### config.mk
export PLATFORM = sky130hd
export DESIGN_NAME = pkmc_sdram_refexec
export DESIGN_NICKNAME = d
export VERILOG_FILES = /design/src/rtl/pkmc_sdram_refexec.sv
export SDC_FILE = /design/constraint.sdc
export NUM_CORES = 1
export LEC_CHECK = 0
export CORE_MARGIN = 1
export CORE_UTILIZATION = 55
export DETAILED_ROUTE_END_ITERATION = 8
export GPL_TIMING_DRIVEN = 1
export PLACE_DENSITY_LB_ADDON = 0.12
export SLEW_MARGIN = 5
export SYNTH_ARGS = -nofsm -noshare
export SYNTH_HDL_FRONTEND = slang
export SYNTH_SLANG_ARGS = --single-unit
### constraint.sdc
create_clock -name clk -period 2.3 [get_ports clk]
set_input_delay 0.345 -clock clk [delete_from_list [all_inputs] [get_ports clk]]
set_output_delay 0.345 -clock clk [all_outputs]
set_load 0.02 [all_outputs]
### src/rtl/pkmc_sdram_refexec.sv
// SDRAM refresh executor: waits for an idle bus, then PRECHARGE ALL, AUTO REFRESH, ack.
// Define PKMC_REF_BURST_EN to issue NUM_REF AUTO REFRESH commands per request (default: one).
module pkmc_sdram_refexec #(
  parameter int T_RP    = 2,
  parameter int T_RFC   = 7,
  parameter int NUM_REF = 2
) (
  input  logic clk,
  input  logic rst,
  input  logic ref_req,
  input  logic bus_idle,
  output logic ref_busy,
  output logic ref_ack,
  output logic cs_n,
  output logic ras_n,
  output logic cas_n,
  output logic we_n,
  output logic a10
);

  localparam int MAXW = (T_RP > T_RFC) ? T_RP : T_RFC;
  localparam int CW   = $clog2(MAXW) + 1;

  typedef enum logic [2:0] {IDLE, PRE, TRP, REF, TRFC, ACK, HOLD} state_t;

  state_t        state;
  logic [CW-1:0] wait_cnt;
  logic          hold_cnt;
  logic [6:0]    outs;
  logic          more_ref;
  logic          more_trfc;

  // Output image per state: {cs_n, ras_n, cas_n, we_n, a10, ref_busy, ref_ack}
  function automatic logic [6:0] enc(state_t s);
    case (s)
      PRE:       enc = 7'b0010110;
      TRP, TRFC: enc = 7'b0111010;
      REF:       enc = 7'b0001010;
      ACK:       enc = 7'b1111001;
      default:   enc = 7'b1111000;
    endcase
  endfunction

`ifdef PKMC_REF_BURST_EN
  logic [3:0] rem;
  // more_ref is evaluated in REF, before that cycle's decrement lands
  assign more_ref  = (rem != 4'd1);
  assign more_trfc = (rem != 4'd0);
`else
  assign more_ref  = 1'b0;
  assign more_trfc = 1'b0;
`endif

  always_ff @(posedge clk) begin
    if (rst) begin
      state    <= IDLE;
      outs     <= enc(IDLE);
      wait_cnt <= '0;
      hold_cnt <= 1'b0;
`ifdef PKMC_REF_BURST_EN
      rem      <= 4'd0;
`endif
    end else begin
      case (state)
        IDLE: begin
          if (ref_req && bus_idle) begin
            state    <= PRE;
            outs     <= enc(PRE);
            wait_cnt <= CW'(T_RP - 1);
`ifdef PKMC_REF_BURST_EN
            rem      <= 4'(NUM_REF);
`endif
          end
        end
        PRE: begin
          if (T_RP == 1) begin
            state    <= REF;
            outs     <= enc(REF);
            wait_cnt <= CW'(T_RFC - 1);
          end else begin
            state <= TRP;
            outs  <= enc(TRP);
          end
        end
        TRP: begin
          if (wait_cnt == CW'(1)) begin
            state    <= REF;
            outs     <= enc(REF);
            wait_cnt <= CW'(T_RFC - 1);
          end else begin
            wait_cnt <= wait_cnt - CW'(1);
          end
        end
        REF: begin
`ifdef PKMC_REF_BURST_EN
          rem <= rem - 4'd1;
`endif
          if (T_RFC == 1) begin
            if (more_ref) begin
              state    <= REF;
              outs     <= enc(REF);
              wait_cnt <= CW'(T_RFC - 1);
            end else begin
              state <= ACK;
              outs  <= enc(ACK);
            end
          end else begin
            state <= TRFC;
            outs  <= enc(TRFC);
          end
        end
        TRFC: begin
          if (wait_cnt == CW'(1)) begin
            if (more_trfc) begin
              state    <= REF;
              outs     <= enc(REF);
              wait_cnt <= CW'(T_RFC - 1);
            end else begin
              state <= ACK;
              outs  <= enc(ACK);
            end
          end else begin
            wait_cnt <= wait_cnt - CW'(1);
          end
        end
        ACK: begin
          state    <= HOLD;
          outs     <= enc(HOLD);
          hold_cnt <= 1'b1;
        end
        HOLD: begin
          // Two dead cycles let the counter's clear settle before ref_req is trusted again
          if (hold_cnt == 1'b0) begin
            state <= IDLE;
            outs  <= enc(IDLE);
          end else begin
            hold_cnt <= 1'b0;
          end
        end
        default: begin
          state <= IDLE;
          outs  <= enc(IDLE);
        end
      endcase
    end
  end

  assign {cs_n, ras_n, cas_n, we_n, a10, ref_busy, ref_ack} = outs;

endmodule

Word-level counts from Yosys, hierarchy flattened. Cells that the tools add are included.

$add $sub $neg: 1. Mux-type cells: 15. Equality and inequality tests: 12. Reductions and logical operators: 7.

Operators by type and width (number): $pmux 7 s5 (1); $mux 7 (4); $pmux 3 s7 (1); $mux 3 (4); $mux 4 (3); $pmux 4 s3 (1); $ne 2x2->1 const B (5); $eq 3x3->1 const B (3); $eq 3x2->1 const B (2); $eq 4x1->1 const B (1); $reduce_and 4->1 (1); $sub 4x1->4 const B (1); $eq 3x1->1 const B (1); $logic_not 3->1 (1); $reduce_and 3->1 (1); $reduce_bool 3->1 (1); $pmux 1 s2 (1); $reduce_bool 2->1 (1); $reduce_or 2->1 (1); $logic_and 1x1->1 (1).

Register bits after elaboration: 15. Output and inout bits: 7. Input bits: 4. Logic and storage cells: 39.

Depth between registers and ports, before layout. Gate-level depths: netlist (run 1).

Depth after elaboration: 3. Gate-level depth with buffers: 6. Gate-level depth less buffers: 6.

Least setup slack after synthesis (run 1). Ideal clock, no wire load.

Path type: reg2reg. Start: register wait_cnt[1]. End: register wait_cnt[1]. Path buffers: 0. Arrival time: 1.377 ns. Data required time: 2.168 ns. Path slack: 0.791 ns. Cell stages (with the launch flop): 7. Library setup time: 0.132 ns. Clock period less this slack: 1.509 ns. Cells stage by stage: dfxtp_1 > inv_1 > ha_1 > nor3b_2 > o32a_4 > nor3_2 > a211oi_2.

Word-level cells in the longest chain between the ends: 3. Elaborated cells between the ends (all ways): 7. Classes of those cells: add/sub: 1; eq/ne: 2; mux: 3; reduce/logical: 1.

Ends and longest elaborated chain: from (decl) (RTL line 27) `logic [CW-1:0] wait_cnt;`; from (signal assigned) (RTL line 69) `wait_cnt <= CW'(T_RP - 1);`; from (signal assigned) (RTL line 79) `wait_cnt <= CW'(T_RFC - 1);`; from (signal assigned) (RTL line 89) `wait_cnt <= CW'(T_RFC - 1);`; $sub 4x1->4 / $eq 4x1->1 (equally long branches); $mux 4, or another cell as far along (RTL line 113) `if (wait_cnt == CW'(1)) begin`; $pmux 4 s3 / $reduce_and 3->1 (equally long branches).

Parallel ways exist; a longest one is shown, timed or not. The select of a mux whose other input is x is not followed. A chain may end at the register's enable or synchronous reset.

Final worst setup path (run 1).
Start: register wait_cnt[0]. End: register wait_cnt[1].

Same word-level chain as after synthesis.

==> metrics.yaml, run 1 <==
synthAdderAreaFrac: 0.02928
synth_enable_flop_cells: 0
worstSkewPairLatency_ps: 290
power_density_nw_per_um2: 631.1
hold_class: "reg2reg"
setup_viol: 0
max_freq_ghz: 0.5876
synth.largest_area_cell: "dfxtp_1"
synth_top_family_by_area: "compound AO/OA/AOI/OAI gates"
grt_first_pass_wirelength_mm: 2.877
crit_buf_inv: 0
startpoint_type: "flop"
finalSetupTns_ps: 0
dr.pass1.iters: 4
cp_data_required_time_ps: 2520
crit_fanout: 7
yosysWarnings: 0
antenna_found_initial: 0
pin_count: 11
viasPerCell: 5.869
rr_startpoint: "wait_cnt[0]"
die_height_um: 41.42
syn_inst: 104
grt-ovfl-total: 0
path_cells: "ha_1, nor3b_2, o32a_4, nor3_2, a211oi_2"
area_delta_synth_final_pct: 15.23
vias: 763
postCtsHoldBufs: 0
die_w_um: 41.42
cts_tree: "built"
p_leak_uw: 0.0003635
start_util: 0.6255
finalClockSkew_ps: 1.815
drtIter0Drc: 18
wirelength_mm: 1.719
hpwl_mm: 1.263
startpoint: "wait_cnt[0]"
avgSynthCellArea_um2: 8.217
wl_met1_um: 857
grt_usage: 0.2071
period_needed_ps: 1702
maxCapViolCount: 0
io_buffers: 10
synth_cell_types: 35
dieArea_um2: 1715
finalHoldViolCount: 0
wl_met2_um: 794
routed.top_layer: "met4"
core_area_um2: 1366
grt_pass1_vias: 698
worstHoldStart: "outs[6]"
final_layout_size_suffix_gt1_frac: 0.1304
synth_top_area_share: 0.3514
endpoint_kind: "flop"
cts_max_path_buffers: 2
synth_xor_area_frac: 0
path_delay_family: "simple AND/OR/NAND/NOR gates"
cts_made_buffers: 3
synth-compound-area-share: 0.2753
avgRoutedWirePerCell_um: 13.22
relSlewSlack: 0.6386
post_cts_buffers: 0
clkTransAtPathRegs_ps: 90
num_rows: 13
cts_sinks: 15
cp.arrival_ps: 1920
grt_max_degree: 17
n_antenna_cell: 0
fin_util: 0.7207
muxShareOfSynthArea: 0.03807
synth_simple_gate_area_frac: 0.2577
htreeDepth: 1
drtAntennaViolNets: 0
fin_nets: 122
critPathSlowestCell: "nor3b_2"
timing.final.crit_share: 0.7399
ys_ff_latch: 15
cts.repair.resized: 0
nFillCells: 122
synth_area_leaders: "dfxtp_1, a21oi_1, o21ai_0"
synth_nets: 110
synth.cell_area_um2: 854.6
gp_congestion: 0.8010
async_flop_share: 0
seq_area_frac_synth: 0.3514
run_status: "finished, final reports clean"
synthFlopType: "dfxtp_1"
ir_drop_mv: 0.4947
slowest_delay_ps: 450
cts-root-buf: "clkbuf_4"
worstMarginPinSlew_ps: 541.3
rsz0062_at_grt: "no"
routed-wl-met3_um: 48
slew_viol_final: 0
critPathKind: "reg2reg"
drc: 0
==> report_power, final <==
part	internal [uW]	switching, uW
logic	78.8	80.6
registers	282	25.6
clock network	67.4	87.0
==> layout by cell type (no fill, tap or decap), types with 2 or more instances in the layout <==
| cell | instances |
|---|---|
| or2_2 | 2 |
| nand2b_1 | 6 |
| nor2_1 | 10 |
| nor3_1 | 4 |
| a21oi_1 | 18 |
| nand2_1 | 6 |
| o21ai_0 | 8 |
| buf_4 | 2 |
| o21ai_1 | 3 |
| dfxtp_1 | 15 |
| ha_1 | 2 |
| clkdlybuf4s50_1 | 10 |
| nor2b_1 | 2 |
| clkbuf_4 | 3 |
| inv_1 | 3 |
==> metal layers <==
layer,GRT usage,vias to the layer above
met2,0.3250,13
met1,0.2842,355
met5,0,-
met3,0.03478,3
li1,-,392
met4,0.07742,0
==> path summary, 6_finish.rpt <==
path	to	slack, ps	depth (start not counted)
max	wait_cnt[1]	600	5
min	outs[6]	460	1
max reg2reg	wait_cnt[1]	600	5
min reg2reg	outs[6]	460	1
==> registers in the layout (all words and copies together), names as in the netlist <==
register,flops
outs,7
state,3
wait_cnt,4
hold_cnt,1
==> cell type report <==
type                    instances  area (um2)  area share
repair buffers                 12       115.1      0.1169
clock buffers                   4       26.28     0.02668
well taps                      15       18.77     0.01906
flip-flops and latches         15       300.3      0.3050
multi-input cells              81       513.0      0.5210
inverters                       3       11.26     0.01144
==> cells by family (layout without fill, tap and decap cells) <==
family	Yosys count	in the layout
AND/OR/NAND/NOR	39	39
AO/OA/AOI/OAI	38	38
flip-flops	15	15
buffers and inverters	8	19
adder cells (fa/ha/maj)	2	2
multiplexers	2	2
==> through the flow <==
step                setup WS (ps)  cell area [um2]  cells  power [uW]  hold WS, ps
floorplan                   791.0            854.6    104       424.0        492.7
global placement            662.1            958.4    126       468.7        437.4
detailed placement          644.7            958.4    126       472.3        443.4
CTS                         611.0            984.7    130       623.6        464.9
global route                451.6            984.7    130       652.1        485.1
finish                      598.2            984.7    130       621.5        459.1
==> Yosys cell counts (2+ instances only) <==
cell type and instances:
a21oi_1 18, dfxtp_1 15, nor2_1 10, o21ai_0 8
nand2_1 6, nand2b_1 6, nor3_1 4, buf_2 3
inv_1 3, o21ai_1 3, ha_1 2, nor2b_1 2
or2_2 2
Note: power is estimated with default switching activity, not from simulation.
==> inputs of run 2 (changes only) <==
CORE_UTILIZATION = 52   (was 55)
clock period = 1.65 ns   (was 2.3 ns; I/O delays follow)
==> run 2 against run 1 <==
Wire length rose by 7.9%. Clock-buffer cell count did not move. Critical path depth fell by 4. Sequential power rose by 39%. Largest cell class unchanged.
==> metrics.yaml, run 2 (synthesis gave the netlist of run 1 again) <==
p_sw_frac: 0.3081
n_antenna_cell: 0
period_needed_ps: 1551
startpoint_type: "flop"
io_buffers: 10
avgRoutedWirePerCell_um: 13.63
ir_drop_mv: 0.5465
setup_ws_ps: 98.97
crit_buf_inv: 1
cp_data_required_time_ps: 1400
hold_class: "reg2reg"
critPathSlowestCell: "clkdlybuf4s50_1"
postCtsHoldBufs: 0
core_area_um2: 1524
rr_worst_depth: 6
hpwl_mm: 1.354
path_delay_family: "buffers and inverters"
drtIter0Drc: 23
setup_viol: 0
p_comb_frac: 0.280
layout_common_cells: "a21oi_1, dfxtp_1, nor2_1, clkdlybuf4s50_1, o21ai_0"
worstMarginPinSlew_ps: 485.1
timing.final.crit_share: 0.9400
maxCapViolCount: 0
cts_max_path_buffers: 2
p_int_uw: 612.2
dr.pass1.iters: 4
seqCellArea_um2: 300.3
final_common_cell: "a21oi_1"
top_register: "outs"
max_freq_ghz: 0.6447
pin_count: 11
finalSetupTns_ps: 0
num_rows: 14
cts_sinks: 15
clkTransAtPathRegs_ps: 90
htreeDepth: 1
drc: 0
rsz0062_at_grt: "no"
cp.arrival_ps: 1300
seq_power_share: 0.483
worstSkewPairLatency_ps: 280
total_power_uw: 884.9
vias: 761
grt_pass1_vias: 752
drtAntennaViolNets: 0
die_height_um: 42.54
power.share.clock: 0.238
grt_max_degree: 17
switching_power_uw: 272.7
cts-root-buf: "clkbuf_4"
cts_made_buffers: 3
p_leak_uw: 0.0003874
grt_usage: 0.2310
wirelength_mm: 1.854
path_cells: "clkdlybuf4s50_1"
multi_input_area_um2: 531.8
path_depth: 1
dpl_worst_slack_ps: 58.82
crit_fanout: 4
viasPerCell: 5.596
relSlewSlack: 0.6762
endpoint_kind: "output port"
antenna_found_initial: 0
run_status: "finished, final reports clean"
finalClockSkew_ps: 2.958
grt_first_pass_wirelength_mm: 3.194
finalHoldViolCount: 0
largest_register_ffs: 7
final_layout_size_suffix_gt1_frac: 0.1750
largestRegisters: "outs x7, wait_cnt x4, state x3"
grt-ovfl-total: 0
cts_tree: "built"
gp_congestion: 0.8455
start_util: 0.5608
slew_viol_final: 0
power_density_nw_per_um2: 849.0
dieArea_um2: 1810
slowest_delay_ps: 630
area_delta_synth_final_pct: 21.96
critPathKind: "reg2out"
fin_nets: 127
hold_depth: 1
nFillCells: 134
die_w_um: 42.54
==> run 2: path summary, 6_finish.rpt <==
kind	startpoint	endpoint	slack (ps)
max reg2reg	wait_cnt[1]	wait_cnt[1]	100
min	outs[2]	outs[2]	470
max	outs[0]	ref_ack	100
min reg2reg	outs[2]	outs[2]	470
==> run 2: power groups by stage <==
stage               combinational, uW  clock [uW]  sequential, uW
finish                            247         210             427
global route                      267         229             434
CTS                               240         213             424
detailed placement                238           0             433
global placement                  237           0             432
floorplan                         145           0             446
==> run 2: repair_timing <==
item,4_1_cts,5_1_grt
endpoints found under the setup margin,0,7
resized for setup,0,3
buffers inserted,0,0
==> run 2: metal layers <==
| layer | up-vias | global-route usage | routed length (um) |
|---|---|---|---|
| met4 | 0 | 0.09375 | 29 |
| met3 | 4 | 0.03879 | 50 |
| li1 | 400 | - | - |
| met2 | 11 | 0.3600 | 867 |
| met5 | - | 0 | 0 |
| met1 | 346 | 0.3155 | 907 |
==> run 2: final cells by class <==
type	count	share of cell area
multi-input cells	81	0.5102
repair buffers	17	0.1465
well taps	16	0.01921
inverters	3	0.01080
flip-flops and latches	15	0.2881
clock buffers	4	0.02521
==> run 2: stage by stage <==
step | cell area (um2) | hold slack [ps] | utilization | std cells
after global routing | 1042 | 498.2 | 0.6839 | 136
after floorplan | 854.6 | 492.7 | - | 104
after global placement | 997.2 | 440.5 | 0.6544 | 132
final | 1042 | 470.3 | 0.6839 | 136
after detailed placement | 997.2 | 453.6 | 0.6544 | 132
after CTS | 1023 | 474.1 | 0.6716 | 136
